`config.mk`:
```
export PLATFORM = sky130hd
export DESIGN_NAME = multicycle_seq
export DESIGN_NICKNAME = d
export VERILOG_FILES = /design/src/rtl/multicycle_seq.sv
export SDC_FILE = /design/constraint.sdc
export NUM_CORES = 1
export LEC_CHECK = 0
export CORE_ASPECT_RATIO = 1.25
export CORE_MARGIN = 2
export CORE_UTILIZATION = 45
export CTS_CLUSTER_SIZE = 40
export DETAILED_ROUTE_END_ITERATION = 10
export PLACE_DENSITY = 0.76
export SETUP_SLACK_MARGIN = 0.4
export SYNTH_ARGS = -nofsm -noshare
export SYNTH_HDL_FRONTEND = slang
export SYNTH_SLANG_ARGS = --single-unit
```
`constraint.sdc`:
```
create_clock -name clk -period 4.6 [get_ports clk]
set_clock_uncertainty 0.05 [all_clocks]
set_input_delay 0.92 -clock clk [delete_from_list [all_inputs] [get_ports clk]]
set_output_delay 0.92 -clock clk [all_outputs]
set_load 0.03 [all_outputs]
```
`src/rtl/multicycle_seq.sv`:
```
// multicycle_seq: FETCH/DECODE/EXEC/MEM/WB sequencer that issues PC, IR, RF and data RAM strobes
module multicycle_seq #(
    parameter int TIMEOUT = 16,
    parameter int CNT_W   = 32
) (
    input  logic             clk,
    input  logic             rst,
    input  logic [6:0]       opcode,
    input  logic             imem_ready,
    input  logic             dmem_ready,
    output logic [2:0]       state,
    output logic             imem_req,
    output logic             ir_we,
    output logic             dmem_req,
    output logic             dmem_we,
    output logic             rf_we,
    output logic             pc_we,
    output logic             illegal,
    output logic             bus_err,
    output logic [CNT_W-1:0] instret
);
    localparam int CW = (TIMEOUT > 2) ? $clog2(TIMEOUT) : 1;

    typedef enum logic [2:0] {
        FETCH  = 3'd0,
        DECODE = 3'd1,
        EXEC   = 3'd2,
        MEM    = 3'd3,
        WB     = 3'd4
    } state_t;

    state_t             r_state, w_next;
    logic [CW-1:0]      r_cnt;
    logic               r_sup, r_illegal, r_bus_err;
    logic [CNT_W-1:0]   r_instret;
    logic               w_ld, w_st, w_br, w_legal, w_timeout, w_retire;

    assign w_ld    = opcode == 7'b0000011;
    assign w_st    = opcode == 7'b0100011;
    assign w_br    = opcode == 7'b1100011;
    assign w_legal = opcode inside {7'b0110011, 7'b0010011, 7'b0000011, 7'b0100011,
                                    7'b1100011, 7'b1100111, 7'b1101111, 7'b0110111};
    // a timeout is only real when the matching ready is still low on the last allowed cycle
    assign w_timeout = r_cnt == CW'(TIMEOUT - 1) &&
                       ((r_state == FETCH && !imem_ready) || (r_state == MEM && !dmem_ready));
    assign w_retire  = (r_state == WB && !r_sup) || (r_state == MEM && w_st && dmem_ready);

    // next state and strobes; every strobe is held low while reset is asserted
    always_comb begin
        w_next   = r_state;
        imem_req = 1'b0;
        ir_we    = 1'b0;
        dmem_req = 1'b0;
        dmem_we  = 1'b0;
        rf_we    = 1'b0;
        pc_we    = 1'b0;
        case (r_state)
            FETCH: begin
                imem_req = !rst;
                ir_we    = !rst && imem_ready;
                w_next   = imem_ready ? DECODE : FETCH;
            end
            DECODE: w_next = w_legal ? EXEC : WB;
            EXEC:   w_next = (w_ld || w_st) ? MEM : WB;
            MEM: begin
                dmem_req = !rst;
                dmem_we  = !rst && w_st;
                pc_we    = !rst && ((w_st && dmem_ready) || w_timeout);
                w_next   = dmem_ready ? (w_st ? FETCH : WB) : (w_timeout ? FETCH : MEM);
            end
            WB: begin
                pc_we  = !rst;
                rf_we  = !rst && !r_sup && !w_st && !w_br;
                w_next = FETCH;
            end
            default: w_next = FETCH;
        endcase
    end

    // state, wait counter, suppress flag, pulses and retired count
    always_ff @(posedge clk) begin
        if (rst) begin
            r_state   <= FETCH;
            r_cnt     <= '0;
            r_sup     <= 1'b0;
            r_illegal <= 1'b0;
            r_bus_err <= 1'b0;
            r_instret <= '0;
        end else begin
            r_state   <= w_next;
            r_cnt     <= (w_next != r_state || w_timeout || !(r_state == FETCH || r_state == MEM)) ? '0 : r_cnt + 1'b1;
            r_sup     <= (r_state == DECODE) ? !w_legal : r_sup;
            r_illegal <= r_state == DECODE && !w_legal;
            r_bus_err <= w_timeout;
            r_instret <= w_retire ? r_instret + 1'b1 : r_instret;
        end
    end

    assign state   = r_state;
    assign illegal = r_illegal;
    assign bus_err = r_bus_err;
    assign instret = r_instret;
endmodule

```
# ---- Word level (Yosys, flattened, before mapping)
# Cells that the tools add are included.
# W data, S select, Z words.
dict set report classes {
  n_addsub 2
  eq_ne 14
  mux 13
  n_reduce_logical 32
}
# op n
set op_table {}
lappend op_table {{$add A32 B1 Y32 const B} 1}
lappend op_table {{$eq A7 B6 Y1 const B} 3}
lappend op_table {{$eq A7 B7 Y1 const B} 3}
lappend op_table {{$logic_and A1 B1 Y1} 14}
lappend op_table {{$mux W3} 4}
lappend op_table {{$pmux W3 S4} 1}
lappend op_table {{$logic_not A1 Y1} 8}
lappend op_table {{$reduce_bool A8 Y1} 1}
lappend op_table {{$eq A7 B2 Y1 const B} 1}
lappend op_table {{$eq A7 B5 Y1 const B} 1}
lappend op_table {{$logic_or A1 B1 Y1} 7}
lappend op_table {{$eq A3 B2 Y1 const B} 2}
lappend op_table {{$mux W1} 6}
lappend op_table {{$add A4 B1 Y4 const B} 1}
lappend op_table {{$eq A4 B4 Y1 const B} 1}
lappend op_table {{$eq A3 B1 Y1 const B} 1}
lappend op_table {{$eq A3 B3 Y1 const B} 1}
lappend op_table {{$logic_not A3 Y1} 1}
lappend op_table {{$ne A3 B3 Y1} 1}
lappend op_table {{$mux W2} 1}
lappend op_table {{$pmux W1 S2} 1}
lappend op_table {{$reduce_or A2 Y1} 1}
dict set report word_totals {
  regBits 42
  input_bits 11
  out_inout_bits 43
  wordCells 67
}

# ---- Depth between registers and ports, before layout
# Gate-level depths: netlist of the first run.
dict set report depth {
  depth_word 11
  depth_mapped 7
  depth_no_buf 6
}

# ---- Least setup slack after synthesis of the first run
# OpenSTA, ideal clock, no wires.
dict set report synth_path {
  path_kind {input-to-output}
  from {in rst}
  to {out dmem_we}
  arrival_ps 2463
  required_time_ps 3630
  path_slack_ps 1167
  cell_stages 4
  n_path_buf 1
  cell_sequence {clkbuf_1 -> nor2_1 -> and3_1 -> nor3b_1}
}
dict set report synth_between {
  elab_chain_len 3
}
# item line_no
set synth_rtl {}
lappend synth_rtl {{from (decl)} 7} ;# input logic rst,
lappend synth_rtl {{$logic_not A1 Y1} 67} ;# dmem_we = !rst && w_st;
lappend synth_rtl {{$logic_and A1 B1 Y1} 67}
lappend synth_rtl {{$mux W1} 57} ;# case (r_state)
lappend synth_rtl {{to (decl)} 15} ;# output logic dmem_we,
# No other way between the ends.

# ---- Worst setup path in the final report of the first run
dict set report layout_path {
  from {in opcode[5]}
  to {out pc_we}
}
dict set report layout_between {
  elab_chain_len 5
}
# item line_no
set layout_rtl {}
lappend layout_rtl {{from (decl)} 8} ;# input logic [6:0] opcode,
lappend layout_rtl {{$eq A7 B6 Y1} 39} ;# assign w_st = opcode == 7'b0100011;
lappend layout_rtl {{$logic_and A1 B1 Y1} 68} ;# pc_we = !rst && ((w_st && dmem_ready) || w_timeout);
lappend layout_rtl {{$logic_or A1 B1 Y1} 68}
lappend layout_rtl {{$logic_and A1 B1 Y1} 68}
lappend layout_rtl {{$pmux W1 S2} 57}
lappend layout_rtl {{to (decl)} 17} ;# output logic pc_we,
# No other way between the ends.

==> metrics.md, run 1 <==
| Metric | Value |
|---|---|
| Status | complete, no violations |
| Final GP Congestion | just under 0.8 |
| Via density | ~5.5 |
| Syn Area/Cell | roughly 8.6 µm² |
| Final Critical Period | 4010 ps |
| Capture point of the worst reg-to-reg path | instret[17] |
| GRT Residual Overflow | 0 |
| Buf/Inv on CP | 2 |
| DRT antenna net count | 0 |
| Setup TNS | 0 ps |
| Critical path arrival | 3040 ps |
| Slew @ Worst Pin | 621 ps |
| CP peak stage delay | approximately 530 ps |
| Initial antenna violation count | 0 |
| Pwr dens | 248 mW/mm² |
| Clock share of power | 40.0% |
| Worst setup EP type | primary output |
| Vias in the first global route | 1827 |
| Comb pwr share | 7.6% |
| Die height | 81.9 µm |
| Sequential share of power | 52.5% |
| Worst Hold Slack | between 400 and 500 ps |
| Post-CTS Hold Buffers | 0 |
| Worst-path maximum fanout | 5 |
| Max Slew Vio Count | 0 |
| Pre-CTS setup slack | 315 ps |
| Ys flop type | dfxtp_1 |
| H-Tree Depth | 2 |
| Worst R2R Start | state[1] |
| Setup bufs post-CTS | 0 |
| DR WL/cell | 13.5 µm |
| Critical Path Start | opcode[5] |
| YS warnings | 0 |
| Synth cell types | 45 |
| Synth async-reset ratio | 0% |
| Root Buffer | clkbuf_8 |
| First-pass GRT wire length | 8160 µm |
| FF-to-FF path depth | 5 |
| Tcrit/Tclk final | 87.3% |
| Power Total | 709 µW |
| Worst slew margin | between 50% and 60% |
| Mapped Area | 0.00219 mm² |
| Row cnt | 28 |
| Final Net Count | 320 |
| Sw Pwr | 157 µW |
| Reg-to-reg setup timing slack | 2120 ps |
| Full die area | 0.00543 mm² |
| DRT Pass-1 Iters | 4 |
| Max Cap Viol | 0 |
| CTS tree | yes |
| DRC Markers | 0 |
| Initial Utilization | 46.6% |
| Synthesized instance count | 254 |
| Maximum clock rate | between 0.2 and 0.25 GHz |
| Crit path depth | 6 |
| Internal cell power | roughly 550 µW |
| Sw Share | 22.1% |
| Clk slew on worst S/H paths | roughly 80 ps |
| Crit-path slowest cell | clkdlybuf4s50_1 |
| Die Wd | roughly 66 µm |
| DP HPWL | roughly 3700 µm |
| Worst VDD drop | 0.166 mV |
| Req. time, crit path | between 3000 and 4000 ps |
| Clock Latency Late Sink | about 290 ps |
| Overall Global Routing Usage | 19.0% |
| Post-cts resize count | 1 |
| Critical Path End | pc_we |
| Share of post-route cells with drive strength above 1 | under 10% |
| Sequential share of the synthesized area | 38.5% |
| IO Count | 54 |
| Num CTS Buffers | 5 |
| Final setup margin | approximately 590 ps |
| Leak | 0.000892 µW |
| Number of vias in the routed layout | 2027 |
| Final Hold Fails | 0 |
| 1st-iter DRT viols | 91 |
| Area growth syn-to-layout | 31.0% |
| Hold WC Path Type | reg -> reg |
| CP Class | in -> out |
| RSZ-0062 raised after global routing | no |
| Syn_nets | 267 |
| Startpoint Class | input pin |
| Filler cells | roughly 440 |
| Routed WL | between 4000 and 5000 µm |
| Core ar. | between 0.004 and 0.005 mm² |
| Max Buffers Root-to-Sink | 2 |
| Worst-path cell chain | clkdlybuf4s50_1, or3b_4, or3_2, a21o_1, a21oi_1, dlygate4sd2_1 |
| Post-synth EDFFs | 0 |
| CTS Sinks | 42 |
| Largest net degree at the start of global routing | 34 |
| Antenna diodes | 0 |
| Post-layout util | between 60% and 70% |
| Flops & latches, synth | 42 |
| # setup viols final | 0 |
| Cell family with most CP delay | buffers and inverters |
| Port Buffers | 53 |
-- power by group through the flow --
| stage | clock [µW] | sequential [µW] | combinational, µW |
|---|---|---|---|
| 2_1_floorplan | 0 | 382 | 28.9 |
| 3_3_place_gp | 0 | 381 | 53.2 |
| 3_5_place_dp | 0 | 381 | 54.0 |
| 4_1_cts | 289 | 372 | 54.2 |
| 5_1_grt | 306 | 373 | 58.4 |
| 6_report | 284 | 372 | 53.6 |
-- area by class of cell --
class	instances	area (µm²)	area share, %
Multi-Input combinational cell	194	1260	44.1
Sequential cell	42	841	29.4
Timing Repair Buffer	55	544	19.0
Clock buffer	7	76.3	2.66
Tap cell	60	75.1	2.62
Inverter	9	33.8	1.18
Clock inverter	1	30.0	1.05
-- sequential cells by signal, summed over array words and instances (netlist names) --
signal / count
bus_err: 1
instret: 32
r_sup: 1
r_cnt: 4
illegal: 1
state: 3
-- cells in the mapped netlist (2+ instances only) --
library cell	number	area share, %
inv_1	9	1.5
and3_1	4	1.1
nor3b_1	2	0.69
a21oi_1	22	5.0
o2111ai_1	2	0.80
xor2_1	5	2.0
nand3_1	14	3.2
o31ai_1	4	1.4
nand3b_1	3	1.0
or3_2	4	1.4
a211oi_1	6	2.1
and2_1	2	0.57
nand4_1	5	1.4
or4_1	6	2.1
dfxtp_1	42	38
nor2_1	33	5.7
a2111oi_4	2	2.5
and4_1	4	1.6
clkbuf_1	4	0.69
or2_2	2	0.57
xnor2_1	17	6.8
or3_1	6	1.7
o21ai_0	13	3.0
nand2_1	19	3.3
ha_1	2	1.1
buf_4	3	1.0
-- logic make-up after synthesis --
| family | after synthesis | share of synthesized area, % |
|---|---|---|
| buf+inv | 18 | 3.72 |
| simple gates | 112 | 28.7 |
| compound gates | 58 | 19.2 |
| flops | 42 | 38.5 |
| fa+ha+maj | 2 | 1.14 |
| xor+xnor | 22 | 8.81 |
-- routing by layer --
layer  up-vias  part of all wire (%)  GRT usage, %
met2        40                    51          33.9
met5         -                     0             0
met4         0                  0.99          6.12
met1       959                    45          23.1
met3         4                   3.1          2.88
li1       1024                     -             -
-- stage by stage --
stage / instances / cell area (µm²)
global route: 368 / 2860
global placement: 360 / 2760
detailed placement: 360 / 2760
finish: 368 / 2860
floorplan: 254 / 2190
CTS: 368 / 2860
-- cell usage in the layout, fill, tap and decap left out, types with 3 or more instances in the layout --
cell              n
clkbuf_8          5
or3_1             6
nor2_1           33
clkdlybuf4s50_1  52
xnor2_1          17
and4_1            4
nand2_1          19
a21oi_1          22
inv_1             9
o21ai_0          13
nand3_1          14
nand3b_1          3
or3_2             4
dfxtp_1          42
o31ai_1           4
or4_1             6
and3_1            4
xor2_1            5
a211oi_1          6
nand4_1           5
-- how the worst min path moves through the flow --
stage | start | to | slack [ps] | depth (start not counted)
detailed placement | r_cnt[0] | r_cnt[0] | 390 | 1
global placement | r_cnt[0] | r_cnt[0] | 380 | 1
finish | r_cnt[0] | r_cnt[0] | 400 | 1
global route | r_cnt[0] | r_cnt[0] | 440 | 1
CTS | r_cnt[0] | r_cnt[0] | 400 | 1
floorplan | r_cnt[0] | r_cnt[0] | 370 | 1
Note: power is estimated with default switching activity, not from simulation.
==> run 2, diff against run 1 <==
- clock period: 4.6 -> 4.9 ns (I/O delays scaled with it)
==> run 2 against run 1 <==
Setup slack improved by 280 ps. Register-to-register slack improved by 310 ps. Sequential share of layout area about the same. Critical path depth unchanged. Core utilization decreased by 0.080 points. Power decreased by 11%. Sequential power decreased by 6.2%. Clock-buffer cell count unchanged. Die area unchanged. Global-route usage increased by 0.30 points. Combinational power decreased by 4.9%. Wire length increased by 0.52%.
==> metrics.md, run 2 (same netlist as run 1, synthesis figures left out) <==
| Metric | Value |
|---|---|
| Status | complete, no violations |
| Final Critical Period | 4030 ps |
| Worst VDD drop | 0.160 mV (-3.9%) |
| DRC Markers | 0 (unchanged) |
| Largest net degree at the start of global routing | 22 (-35%) |
| Leak | 0.000906 µW (+1.6%) |
| Clock share of power | 36.7% (-3.3 points) |
| Worst slew margin | 58.8% (+0.64 points) |
| Vias in the first global route | 1868 (+2.2%) |
| DP HPWL | 3640 µm (-1.1%) |
| Worst R2R Start | state[1] |
| Number of vias in the routed layout | 2036 (+0.44%) |
| Slew @ Worst Pin | 615 ps (-5.59 ps) |
| Hold WC Path Type | reg -> reg |
| Worst setup EP type | primary output |
| Setup bufs post-CTS | 0 (unchanged) |
| CTS Sinks | 42 (unchanged) |
| CP Class | in -> out |
| Internal cell power | 481 µW (-13%) |
| Setup TNS | 0 ps (unchanged) |
| Most common cell after layout, fill and taps aside | clkdlybuf4s50_1 |
| Area growth syn-to-layout | 30.9% |
| Req. time, crit path | 3870 ps (+240 ps) |
| Row cnt | 28 (unchanged) |
| Critical Path Start | opcode[5] |
| Routed WL | 4990 µm (+0.52%) |
| Max Buffers Root-to-Sink | 2 (unchanged) |
| Initial Utilization | 46.6% (unchanged) |
| Via density | 5.52 (+0.17%) |
| Share of post-route cells with drive strength above 1 | 7.44% (+0.63 points) |
| Max Cap Viol | 0 (unchanged) |
| Sequential share of power | 55.3% (+2.8 points) |
| Pwr dens | 221 mW/mm² (-11%) |
| Clk slew on worst S/H paths | 80 ps (about the same) |
| First-pass GRT wire length | 8160 µm (unchanged) |
| Antenna diodes | 0 (unchanged) |
| Power Total | 632 µW (-11%) |
| Clock Latency Late Sink | 290 ps (about the same) |
| IO Count | 54 (unchanged) |
| Maximum clock rate | 0.248 GHz |
| DRT Pass-1 Iters | 4 (unchanged) |
| Sw Pwr | 151 µW (-3.6%) |
| Initial antenna violation count | 0 (unchanged) |
| Post-cts resize count | 0 (-1) |
| CTS tree | yes |
| Num CTS Buffers | 5 (unchanged) |
| Post-CTS Hold Buffers | 0 (unchanged) |
| Hold Crit Start | r_cnt[0] |
| Filler cells | 451 (+3.4%) |
| Core ar. | 0.00469 mm² (unchanged) |
| Post-layout util | 60.9% (-0.080 points) |
| Largest register FFs | 32 (unchanged) |
| DRT antenna net count | 0 (unchanged) |
| Sw Share | 23.9% (+1.8 points) |
| Startpoint Class | input pin |
| Final GP Congestion | 0.795 (+1.9%) |
| Critical path arrival | 3000 ps (-40 ps) |
| Area of the multi-input gates | 0.00126 mm² (unchanged) |
| FF+latch area | 841 µm² (unchanged) |
| Final Net Count | 321 (+0.31%) |
| Final Hold Fails | 0 (unchanged) |
| RSZ-0062 raised after global routing | no |
| Die height | 81.9 µm (unchanged) |
| Tcrit/Tclk final | between 80% and 90% |
| H-Tree Depth | 2 (unchanged) |
| 1st-iter DRT viols | 70 (-23%) |
| Comb pwr share | 8.1% (+0.5 points) |
| DR WL/cell | 13.5 µm (+0.25%) |
| Die Wd | 66.3 µm (unchanged) |
| Full die area | 0.00543 mm² (unchanged) |
| Max Slew Vio Count | 0 (unchanged) |
| Port Buffers | 53 (unchanged) |
| Cell count after placement | 361 (+0.28%) |
| GRT Residual Overflow | 0 (unchanged) |
| Layout Cells excl Fill | 369 (+0.27%) |
| Worst-path maximum fanout | 5 (unchanged) |
| Root Buffer | clkbuf_8 |
| Commonest non-fill, non-tap cells in the layout | 52 x clkdlybuf4s50_1, 42 x dfxtp_1, 33 x nor2_1, 22 x a21oi_1, 19 x nand2_1 |
| # setup viols final | 0 (unchanged) |
| Worst Hold Slack | 404 ps (-0.776 ps) |
| Overall Global Routing Usage | 19.3% (+0.30 points) |
-- run 2: cell count changes in the layout (fill, tap and decap cells not counted) --
cell / delta
dlymetal6s2s_1: +1
bufinv_16: -1
clkbuf_1: -1
clkbuf_8: +1
dlygate4sd2_1: -1
clkinv_2: +1
buf_4: +1
-- run 2: power by group through the flow --
stage | clock [µW] | combinational, µW | sequential [µW]
finish | 232 | 51.0 | 349
global route | 251 | 55.2 | 350
CTS | 241 | 51.3 | 349
detailed placement | 0 | 51.0 | 357
global placement | 0 | 50.4 | 357
floorplan | 0 | 27.1 | 359
-- run 2: path summary, 6_finish.rpt --
| kind | end | slack [ps] | depth (start not counted) |
|---|---|---|---|
| hold / removal | r_cnt[0] | 400 | 1 |
| hold reg to reg | r_cnt[0] | 400 | 1 |
| setup reg to reg | instret[17] | 2430 | 5 |
| setup / recovery | pc_we | 870 | 6 |
-- run 2: area by class of cell --
| class | instances | share of cell area, % |
|---|---|---|
| Clock buffer | 7 | 3.02 |
| Clock inverter | 1 | 0.175 |
| Inverter | 9 | 1.18 |
| Multi-Input combinational cell | 194 | 44.2 |
| Sequential cell | 42 | 29.4 |
| Tap cell | 60 | 2.62 |
| Timing Repair Buffer | 56 | 19.4 |
-- run 2: through the flow --
step | area [µm²] | worst slack (ps)
after CTS | 2860 | 463
after floorplan | 2190 | 1350
after global routing | 2860 | 774
after global placement | 2770 | 489
final | 2860 | 871
after detailed placement | 2770 | 484
-- run 2: per-layer routing --
| metal | track usage (%) | part of all wire, % |
|---|---|---|
| met3 | 4.25 | 4.3 |
| met5 | 0 | 0 |
| met4 | 6.12 | 1.4 |
| met1 | 22.2 | 44 |
| met2 | 35.0 | 50 |
-- run 2: critical path, stage by stage --
cell and delay, ps:
clkdlybuf4s50_1 540, or3b_4 440, or3_2 420, a21o_1 180, a21oi_1 140, dlymetal6s2s_1 300
==> run 3, diff against run 2 <==
- clock period: 4.9 -> 4.13 ns (I/O delays scaled with it)
==> run 3 against run 2 <==
Sequential cell count did not move. Final area down 0.35%. Core utilization shrank 0.21 points. Hold slack improved by 3.8 ps. Via count down 1.6%. Critical path depth did not move. Non-clock buffer count is 2 lower. Critical endpoint unchanged. Largest cell class unchanged. Highest routed layer unchanged.
==> metrics.md, run 3 (same netlist as run 1, synthesis figures left out) <==
| Metric | Value |
|---|---|
| Final setup margin | 507 ps (-364 ps) |
| Core ar. | 0.00469 mm² (unchanged) |
| Filler cells | 439 (-2.7%) |
| Pre-CTS setup slack | 525 ps (+40.9 ps) |
| Worst setup EP type | primary output |
| Hold WC Path Type | reg -> reg |
| Clock share of power | 40.4% (+3.7 points) |
| DRT antenna net count | 0 (unchanged) |
| Dpl cell area | 0.00274 mm² (-0.81%) |
| First-pass GRT wire length | 8180 µm (+0.17%) |
| Leak | 0.000889 µW (-2.0%) |
| Number of vias in the routed layout | 2004 (-1.6%) |
| Slew @ Worst Pin | 602 ps (-13.2 ps) |
| Cell count after placement | 359 (-0.55%) |
| Startpoint Class | input pin |
| Die height | 81.9 µm (unchanged) |
| Port Buffers | 53 (unchanged) |
| Final Critical Period | 3620 ps |
| Via density | 5.46 (-1.0%) |
| Max Buffers Root-to-Sink | 2 (unchanged) |
| Routed WL | 4870 µm (-2.5%) |
| Maximum clock rate | 0.276 GHz |
| IO Count | 54 (unchanged) |
| Grt peak-use layer | met2 |
| Worst-path maximum fanout | 5 (unchanged) |
| Clk slew on worst S/H paths | 70 ps (about the same) |
| H-Tree Depth | 2 (unchanged) |
| FF+latch area | 841 µm² (unchanged) |
| Sw Share | 22.6% (-1.3 points) |
| DP HPWL | 3510 µm (-3.7%) |
| Req. time, crit path | 3250 ps (-620 ps) |
| Worst slew margin | 59.4% (+0.63 points) |
| Largest net degree at the start of global routing | 37 (+68%) |
| RSZ-0062 raised after global routing | no |
| Area of the multi-input gates | 0.00126 mm² (unchanged) |
| Layout Cells excl Fill | 367 (-0.54%) |
| Vias in the first global route | 1882 (+0.75%) |
| Post-CTS Hold Buffers | 0 (unchanged) |
| # setup viols final | 0 (unchanged) |
| Area growth syn-to-layout | 30.4% |
| Die Wd | 66.3 µm (unchanged) |
| Root Buffer | clkbuf_8 |
| Setup TNS | 0 ps (unchanged) |
| Comb pwr share | 7.4% (-0.7 points) |
| Final Net Count | 319 (-0.62%) |
| DRT Pass-1 Iters | 4 (unchanged) |
| 1st-iter DRT viols | 79 (+13%) |
| Sequential share of power | 52.2% (-3.1 points) |
| Row cnt | 28 (unchanged) |
| Grt met1 use | 21.9% (-0.34 points) |
| Tcrit/Tclk final | 87.7% |
| GRT Residual Overflow | 0 (unchanged) |
| Antenna diodes | 0 (unchanged) |
| CTS Sinks | 42 (unchanged) |
| Final GP Congestion | 0.809 (+1.7%) |
| Num CTS Buffers | 5 (unchanged) |
| Share of post-route cells with drive strength above 1 | 7.49% (+0.048 points) |
| DR WL/cell | 13.3 µm (-1.9%) |
| Fin area | 0.00285 mm² (-0.35%) |
| Sw Pwr | 179 µW (+19%) |
| Max Cap Viol | 0 (unchanged) |
| Initial Utilization | 46.6% (unchanged) |
| Worst VDD drop | 0.208 mV (+30%) |
| Met3 Track Usage GR | 4.11% (-0.14 points) |
| Max Slew Vio Count | 0 (unchanged) |
| Most common cell after layout, fill and taps aside | clkdlybuf4s50_1 |
| Clock Latency Late Sink | 300 ps (about the same) |
| Full die area | 0.00543 mm² (unchanged) |
| Critical path arrival | 2750 ps (-250 ps) |
| Final Hold Fails | 0 (unchanged) |
| Initial antenna violation count | 0 (unchanged) |
| Largest register FFs | 32 (unchanged) |
| Power Total | 794 µW (+26%) |
| Setup bufs post-CTS | 0 (unchanged) |
| Pwr dens | 279 mW/mm² (+26%) |
| CP Class | in -> out |
| Overall Global Routing Usage | 19.0% (-0.22 points) |
| Status | complete, no violations |
| Commonest non-fill, non-tap cells in the layout | 50 x clkdlybuf4s50_1, 42 x dfxtp_1, 33 x nor2_1, 22 x a21oi_1, 19 x nand2_1 |
| Met2 Use GR | 34.7% (-0.30 points) |
| DRC Markers | 0 (unchanged) |
| Post-cts resize count | 0 (unchanged) |
| Internal cell power | 615 µW (+28%) |
| CTS tree | yes |
==> run 3: cell type report <==
cell class                 instances  share of cell area (%)
clock buffer                       7                    2.68
clock inverter                     1                    1.05
inverter                           9                    1.19
multi-input combinational        194                    44.3
sequential                        42                    29.5
tap                               60                    2.63
timing repair buffer              54                    18.6
==> run 3: worst max-delay path, stage by stage <==
cell,delay (ps)
clkdlybuf4s50_1,540
or3b_4,440
or3_2,420
a21o_1,190
a21oi_1,150
buf_4,180
==> run 3: layer usage <==
layer,vias to the layer above,share of wire (%)
met2,35,48
met1,946,47
met3,6,3.6
li1,1017,-
met5,-,0
met4,0,1.4
==> run 3: path summary, 6_finish.rpt <==
path,depth (start not counted),slack [ps],start,end
setup / recovery,6,510,opcode[5],pc_we
hold / removal,1,410,r_cnt[0],r_cnt[0]
setup reg to reg,5,1690,state[1],instret[17]
hold reg to reg,1,410,r_cnt[0],r_cnt[0]
==> run 3: per-stage QoR <==
step,utilization [%],hold WS [ps]
after floorplan,-,368
after global placement,58.4,383
after detailed placement,58.4,394
after CTS,60.7,412
after global routing,60.7,445
final,60.7,408
==> run 3: power by group through the flow <==
stage / combinational (µW) / sequential, µW / clock [µW]
2_1_floorplan: 32.1 / 426 / 0
3_3_place_gp: 58.3 / 424 / 0
3_5_place_dp: 58.8 / 424 / 0
4_1_cts: 59.2 / 414 / 329
5_1_grt: 64.0 / 415 / 343
6_report: 58.5 / 415 / 321
